<file path="src/rtl/run_ctrl_pkg.sv">
// Shared definitions for the run-control block: the run-control FSM state
// encoding and the default build constants used by run_clock_ctrl.
// No ports (package).
package run_ctrl_pkg;

  // Default configuration of run_clock_ctrl.
  localparam int DIV_DEFAULT        = 4;   // CLK cycles per CPU_CE in continuous mode
  localparam int DEB_CYCLES_DEFAULT = 8;   // stable samples before the step level flips
  localparam int CNT_W_DEFAULT      = 16;  // width of the CPU cycle counter

  // Divider width covers the full legal DIV range 1..65535.
  localparam int DIV_W = 16;

  typedef enum logic [2:0] {
    IDLE,
    CONT,
    STEP_ARM,
    STEP_REL,
    HALT
  } run_state_t;

endpackage

</file>
<file path="src/rtl/btn_debounce.sv">
// Two-flop synchronizer followed by a debounce counter for one raw,
// asynchronous push-button input.
//
// Ports:
//   clk    in   rising-edge clock
//   rst    in   synchronous active-high reset
//   raw    in   raw bouncing button level (asynchronous)
//   level  out  debounced level
//   rise   out  one-cycle strobe in the first cycle level reads 1
//
// The counter advances only while the synchronized input disagrees with the
// debounced level; any agreement clears it, so a bounce restarts the wait.
module btn_debounce #(
  parameter int DEB_CYCLES = 8
) (
  input  logic clk,
  input  logic rst,
  input  logic raw,
  output logic level,
  output logic rise
);

  localparam int CW = (DEB_CYCLES < 2) ? 1 : $clog2(DEB_CYCLES);

  logic          sync_p0;
  logic          sync_p1;
  logic [CW-1:0] cnt;

  always_ff @(posedge clk) begin
    if (rst) begin
      sync_p0 <= 1'b0;
      sync_p1 <= 1'b0;
      cnt     <= '0;
      level   <= 1'b0;
      rise    <= 1'b0;
    end else begin
      // synchronizer stage 0 -> stage 1
      sync_p0 <= raw;
      sync_p1 <= sync_p0;
      // debounce stage
      rise <= 1'b0;
      if (sync_p1 == level) begin
        cnt <= '0;
      end else if (cnt == CW'(DEB_CYCLES - 1)) begin
        // The DEB_CYCLES-th consecutive disagreeing sample flips the level.
        cnt   <= '0;
        level <= ~level;
        rise  <= ~level;
      end else begin
        cnt <= cnt + CW'(1);
      end
    end
  end

endmodule

</file>
<file path="src/rtl/run_clock_ctrl.sv">
// Run-control stage in front of the CPU core. Produces a one-CLK-wide CPU
// clock-enable (CPU_CE) either continuously (one pulse every DIV cycles) or
// once per debounced press of the step button, and stops for good when the
// CPU raises HALT_TAG.
//
// Ports:
//   CLK        in   system clock, rising edge
//   CLR        in   synchronous active-high reset, highest priority
//   G          in   mode switch: 1 = continuous, 0 = single-step (async)
//   STEP_BTN   in   raw bouncing step button (async, active-high)
//   HALT_TAG   in   CPU halt request (synchronous to CLK)
//   CPU_CE     out  registered one-cycle CPU clock-enable
//   HALTED     out  sticky halt status
//   CYCLE_CNT  out  number of CPU_CE pulses issued (wraps silently)
//   MODE_CONT  out  synchronized copy of G
//
// Optional build macro RUN_CLOCK_CTRL_BREAK_EN adds:
//   PC_IN      in   current CPU program counter
//   BRK_ADDR   in   breakpoint address
//   BRK_HIT    out  sticky: a pulse was issued while PC_IN == BRK_ADDR;
//                   from then on the block behaves as in single-step mode.
module run_clock_ctrl
  import run_ctrl_pkg::*;
#(
  parameter int DIV        = DIV_DEFAULT,
  parameter int DEB_CYCLES = DEB_CYCLES_DEFAULT,
  parameter int CNT_W      = CNT_W_DEFAULT
) (
  input  logic             CLK,
  input  logic             CLR,
  input  logic             G,
  input  logic             STEP_BTN,
  input  logic             HALT_TAG,
  output logic             CPU_CE,
  output logic             HALTED,
  output logic [CNT_W-1:0] CYCLE_CNT,
  output logic             MODE_CONT
`ifdef RUN_CLOCK_CTRL_BREAK_EN
  ,
  input  logic [15:0]      PC_IN,
  input  logic [15:0]      BRK_ADDR,
  output logic             BRK_HIT
`endif
);

  run_state_t       state;
  run_state_t       state_d;
  logic [DIV_W-1:0] div;
  logic [DIV_W-1:0] div_d;
  logic             ce_d;
  logic             g_sync_p0;
  logic             mode;
  logic             step_level;
  logic             step_rise;

  btn_debounce #(
    .DEB_CYCLES (DEB_CYCLES)
  ) u_step_deb (
    .clk   (CLK),
    .rst   (CLR),
    .raw   (STEP_BTN),
    .level (step_level),
    .rise  (step_rise)
  );

`ifdef RUN_CLOCK_CTRL_BREAK_EN
  // A hit breakpoint pins the block into single-step until CLR.
  assign mode = MODE_CONT & ~BRK_HIT;
`else
  assign mode = MODE_CONT;
`endif

  always_comb begin
    state_d = state;
    div_d   = div;
    ce_d    = 1'b0;
    case (state)
      IDLE: begin
        div_d   = '0;
        state_d = mode ? CONT : STEP_ARM;
      end
      CONT: begin
        if (!mode) begin
          div_d   = '0;
          state_d = STEP_ARM;
        end else if (div == DIV_W'(DIV - 1)) begin
          div_d = '0;
          ce_d  = 1'b1;
        end else begin
          div_d = div + DIV_W'(1);
        end
      end
      STEP_ARM: begin
        if (mode) begin
          div_d   = '0;
          state_d = CONT;
        end else if (step_rise) begin
          ce_d    = 1'b1;
          state_d = STEP_REL;
        end
      end
      STEP_REL: begin
        if (mode) begin
          div_d   = '0;
          state_d = CONT;
        end else if (!step_level) begin
          state_d = STEP_ARM;
        end
      end
      HALT: begin
        state_d = HALT;
      end
      default: begin
        state_d = IDLE;
      end
    endcase
    // Halt overrides any pulse that would be issued at the same edge.
    if (HALT_TAG) begin
      state_d = HALT;
      ce_d    = 1'b0;
    end
  end

  always_ff @(posedge CLK) begin
    if (CLR) begin
      state     <= IDLE;
      div       <= '0;
      CPU_CE    <= 1'b0;
      HALTED    <= 1'b0;
      CYCLE_CNT <= '0;
      g_sync_p0 <= 1'b0;
      MODE_CONT <= 1'b0;
    end else begin
      // G synchronizer stage 0 -> stage 1 (MODE_CONT)
      g_sync_p0 <= G;
      MODE_CONT <= g_sync_p0;
      // FSM / output stage
      state     <= state_d;
      div       <= div_d;
      CPU_CE    <= ce_d;
      HALTED    <= HALTED | HALT_TAG;
      CYCLE_CNT <= CYCLE_CNT + CNT_W'(ce_d);
    end
  end

`ifdef RUN_CLOCK_CTRL_BREAK_EN
  always_ff @(posedge CLK) begin
    if (CLR) begin
      BRK_HIT <= 1'b0;
    end else if (ce_d && (PC_IN == BRK_ADDR)) begin
      BRK_HIT <= 1'b1;
    end
  end
`endif

endmodule

</file>
<file path="config.mk">
export PLATFORM = sky130hd
export DESIGN_NAME = run_clock_ctrl
export DESIGN_NICKNAME = d
export VERILOG_FILES = /design/src/rtl/run_ctrl_pkg.sv /design/src/rtl/btn_debounce.sv /design/src/rtl/run_clock_ctrl.sv
export SDC_FILE = /design/constraint.sdc
export NUM_CORES = 1
export LEC_CHECK = 0
export ABC_AREA = 1
export ABC_CLOCK_PERIOD_IN_PS = 5400
export CORE_MARGIN = 5
export CORE_UTILIZATION = 50
export DETAILED_ROUTE_END_ITERATION = 10
export PLACE_DENSITY = 0.78
export SLEW_MARGIN = 20
export SYNTH_ARGS = -nofsm -noshare
export SYNTH_HDL_FRONTEND = slang
export SYNTH_SLANG_ARGS = --single-unit
</file>
<file path="constraint.sdc">
create_clock -name CLK -period 5.4 [get_ports CLK]
set_input_delay 1.62 -clock CLK [delete_from_list [all_inputs] [get_ports CLK]]
set_output_delay 1.62 -clock CLK [all_outputs]
set_load 0.01 [all_outputs]
</file>
==> flow_results.xml <==
<?xml version="1.0" encoding="UTF-8"?>
<metrics>
  <group name="run_status">
    <metric name="status" unit="">completed</metric>
  </group>
  <group name="yosys">
    <metric name="syn_nets" unit="">317</metric>
    <metric name="synth_edf_count" unit="">0</metric>
    <metric name="synth_area_per_cell" unit="µm²">7.28</metric>
    <metric name="synth_flop_cell" unit="">dfxtp_1</metric>
    <metric name="post_synth_inst_count" unit="">306</metric>
    <metric name="synth_area_leaders" unit="">dfxtp_1 41%, nand2_1 8.8%, nor2_1 8.4%</metric>
    <metric name="yosys.area.top_type" unit="">dfxtp_1</metric>
    <metric name="synth_seq_area_share" unit="">0.413</metric>
    <metric name="yosysMostFrequentCell" unit="">nand2_1</metric>
    <metric name="synth_common_cells" unit="">52 x nand2_1, 50 x nor2_1, 46 x dfxtp_1</metric>
    <metric name="synth-async-reset-ratio" unit="">0</metric>
    <metric name="synth_largest_type_area_fraction" unit="">0.413</metric>
    <metric name="syn-cell-area" unit="µm²">2230</metric>
    <metric name="ys_warn_count" unit="">0</metric>
    <metric name="yosys_register_bits" unit="">46</metric>
    <metric name="yosysUniqueCellTypes" unit="">30</metric>
  </group>
  <group name="power_and_ir_drop">
    <metric name="power_density" unit="nW/µm²">228</metric>
    <metric name="power.ir.vdd_worst" unit="mV">0.153</metric>
    <metric name="total_leakage_power" unit="nW">0.967</metric>
  </group>
  <group name="setup_path">
    <metric name="startpoint_type" unit="">input port</metric>
    <metric name="timing.critical_path.to_type" unit="">register</metric>
    <metric name="flop_to_flop_setup_slack" unit="ns">3.01</metric>
    <metric name="ff2ff_path_depth" unit="">14</metric>
    <metric name="crit_cells" unit="">4</metric>
    <metric name="critical_path_buf_inv_count" unit="">2</metric>
    <metric name="crit_fanout" unit="">20</metric>
    <metric name="cp_cell_sequence" unit="">clkdlybuf4s50_1, inv_1, nand2_4, nor2_1</metric>
    <metric name="cp_data_arrival_time" unit="ns">3.34</metric>
    <metric name="crit_type" unit="">input port to register</metric>
    <metric name="timing.critical_path.slowest_stage_cell" unit="">clkdlybuf4s50_1</metric>
    <metric name="timing.rr.end" unit="">CYCLE_CNT[11]</metric>
    <metric name="critical_path.max_stage_delay" unit="ns">0.95</metric>
    <metric name="timing.rr.start" unit="">state[1]</metric>
    <metric name="crit_family" unit="">buffers and inverters</metric>
    <metric name="worst_ep_required_time" unit="ns">5.58</metric>
  </group>
  <group name="placed_design">
    <metric name="gp_congestion" unit="">0.861</metric>
    <metric name="dp.final_hpwl" unit="mm">2.97</metric>
    <metric name="dpl-instance-area" unit="µm²">2490</metric>
    <metric name="port-buffer-count" unit="">23</metric>
  </group>
  <group name="timing">
    <metric name="fmax" unit="MHz">317</metric>
    <metric name="setup_viol" unit="">0</metric>
    <metric name="final.period_utilization" unit="">0.585</metric>
    <metric name="rsz_0062_raised_after_global_routing" unit="">false</metric>
    <metric name="tightestPinTransition" unit="ns">0.744</metric>
    <metric name="timing.final.hold_violations" unit="">0</metric>
    <metric name="tns" unit="ns">0</metric>
    <metric name="timing_max_transition_violations_final" unit="">0</metric>
    <metric name="clock-skew-final" unit="ns">0.00687</metric>
    <metric name="timing.slew.headroom" unit="">0.503</metric>
    <metric name="timing.final.crit_period" unit="ns">3.16</metric>
  </group>
  <group name="cts">
    <metric name="cts_max_path_buffers" unit="">2</metric>
    <metric name="cts_made_buffers" unit="">5</metric>
    <metric name="clock_sinks" unit="">46</metric>
    <metric name="ctsResizeCount" unit="">0</metric>
    <metric name="htree_num_levels" unit="">2</metric>
    <metric name="postCtsSetupBuffers" unit="">0</metric>
    <metric name="clkTransAtPathRegs" unit="ns">0.08</metric>
    <metric name="ctsRootBufferMaster" unit="">clkbuf_8</metric>
    <metric name="hold_buffers" unit="">0</metric>
    <metric name="tritoncts" unit="">built</metric>
    <metric name="worst_skew_pair.late_latency" unit="ns">0.29</metric>
  </group>
  <group name="die">
    <metric name="placementRows" unit="">24</metric>
    <metric name="core" unit="µm²">4350</metric>
    <metric name="initial_utilization" unit="">0.512</metric>
    <metric name="die_y" unit="µm">76.8</metric>
    <metric name="io_pins" unit="">24</metric>
    <metric name="dieArea" unit="µm²">5890</metric>
    <metric name="die_w" unit="µm">76.8</metric>
  </group>
  <group name="routing">
    <metric name="postRouteAntennaNets" unit="">0</metric>
    <metric name="totalWireLength" unit="mm">4.00</metric>
    <metric name="post_drt_wl_per_cell" unit="µm">10.4</metric>
    <metric name="drtPass1Iterations" unit="">4</metric>
    <metric name="drc" unit="">0</metric>
    <metric name="via_count" unit="">1866</metric>
    <metric name="drtIter0Drc" unit="">71</metric>
    <metric name="routed_via_density" unit="">4.86</metric>
  </group>
  <group name="run">
    <metric name="drv_cap" unit="">0</metric>
  </group>
  <group name="cells_and_area">
    <metric name="layout.filler_cells" unit="">388</metric>
    <metric name="layout.nets" unit="">342</metric>
    <metric name="area_overhead_of_the_layout_relative_to_synthesis" unit="%">15.7</metric>
    <metric name="share_of_post_route_cells_with_drive_strength_above_1" unit="">0.123</metric>
    <metric name="layout.cell_area.non_filler" unit="µm²">2580</metric>
    <metric name="num_antenna_cells" unit="">0</metric>
  </group>
  <group name="grt">
    <metric name="globalRoute.totalOverflow" unit="">0</metric>
    <metric name="grt_pass1_wl" unit="mm">7.33</metric>
    <metric name="total_global_route_track_usage" unit="">0.147</metric>
    <metric name="grt_antenna_before_repair" unit="">0</metric>
    <metric name="vias_in_the_first_global_route" unit="">1715</metric>
    <metric name="grt_start_max_net_pins" unit="">21</metric>
  </group>
  <group name="min_path">
    <metric name="hold_path_startpoint" unit="">g_sync_p0</metric>
    <metric name="worst_hold_path.endpoint" unit="">MODE_CONT</metric>
    <metric name="min_path_type" unit="">register to register</metric>
    <metric name="hold_depth" unit="">2</metric>
  </group>
</metrics>
## logic make-up after synthesis
kind of cell / after synthesis / share of synthesized area
simple gates: 162 / 0.348
buf+inv: 51 / 0.0943
flops: 46 / 0.413
compound gates: 35 / 0.0876
xor+xnor: 6 / 0.0236
fa+ha+maj: 6 / 0.0337
## cells in the final DEF, fill, tap and decap left out, drive strengths merged, types with 4 or more instances in the layout
cell type,count
nor2,67
nand2,58
dfxtp,46
inv,46
clkdlybuf4s50,23
a21oi,17
nand3,13
o21ai,12
nor3,10
nand4,9
clkbuf,7
ha,6
xor2,4
## registers in the layout (all words and copies together) (netlist names)
signal / flops
u_step_deb.sync_p0: 1
div: 16
u_step_deb.level: 1
CYCLE_CNT: 16
state: 3
HALTED: 1
MODE_CONT: 1
u_step_deb.sync_p1: 1
g_sync_p0: 1
u_step_deb.cnt: 3
CPU_CE: 1
u_step_deb.rise: 1
## report_power, final
part | switching [mW] | total [mW] | leakage (nW) | internal [mW]
Clock | 0.109 | 0.212 | 0.0482 | 0.103
Combinational | 0.0183 | 0.0287 | 0.546 | 0.0104
Sequential | 0.00322 | 0.346 | 0.372 | 0.343
Total | 0.130 | 0.586 | 0.967 | 0.456
## tightest hold or removal path, stage by stage (launching register included)
cell     delay, ns
dfxtp_1       0.30
inv_1         0.04
nor2_1        0.03
## area by class of cell
class	count	area, µm²	share of cell area
clock buffers	7	86.3	0.0335
flip-flops and latches	46	921	0.357
repair buffers	23	230	0.0893
inverters	46	173	0.0670
multi-input cells	209	1100	0.426
clock inverters	1	5.00	0.00194
well taps	52	65.1	0.0252
## stage by stage
stage,utilization,hold WS (ns),setup slack [ns],std cells,power [mW]
6_report,0.592,0.402,2.24,384,0.586
5_1_grt,0.592,0.432,2.00,384,0.615
4_1_cts,0.592,0.404,2.19,384,0.593
3_5_place_dp,0.571,0.393,1.89,376,0.383
3_3_place_gp,0.571,0.394,1.92,376,0.382
2_1_floorplan,-,0.388,2.68,306,0.375
## routing by layer
metal / up-vias / global-route usage / part of all wire
li1: 1016 / - / -
met3: 4 / 0.0410 / 0.035
met2: 33 / 0.217 / 0.43
met1: 813 / 0.205 / 0.52
met5: - / 0 / 0
met4: 0 / 0.0455 / 0.010
## worst max-delay path by stage
stage             start                end  slack [ns]
6_report            CLR            div[10]        2.24
5_1_grt             CLR  u_step_deb.cnt[0]        2.00
4_1_cts             CLR  u_step_deb.cnt[2]        2.19
3_5_place_dp        CLR             div[8]        1.89
3_3_place_gp        CLR            div[10]        1.92
2_1_floorplan  HALT_TAG      CYCLE_CNT[11]        2.68
No activity file was read; power rests on OpenSTA's default activity.
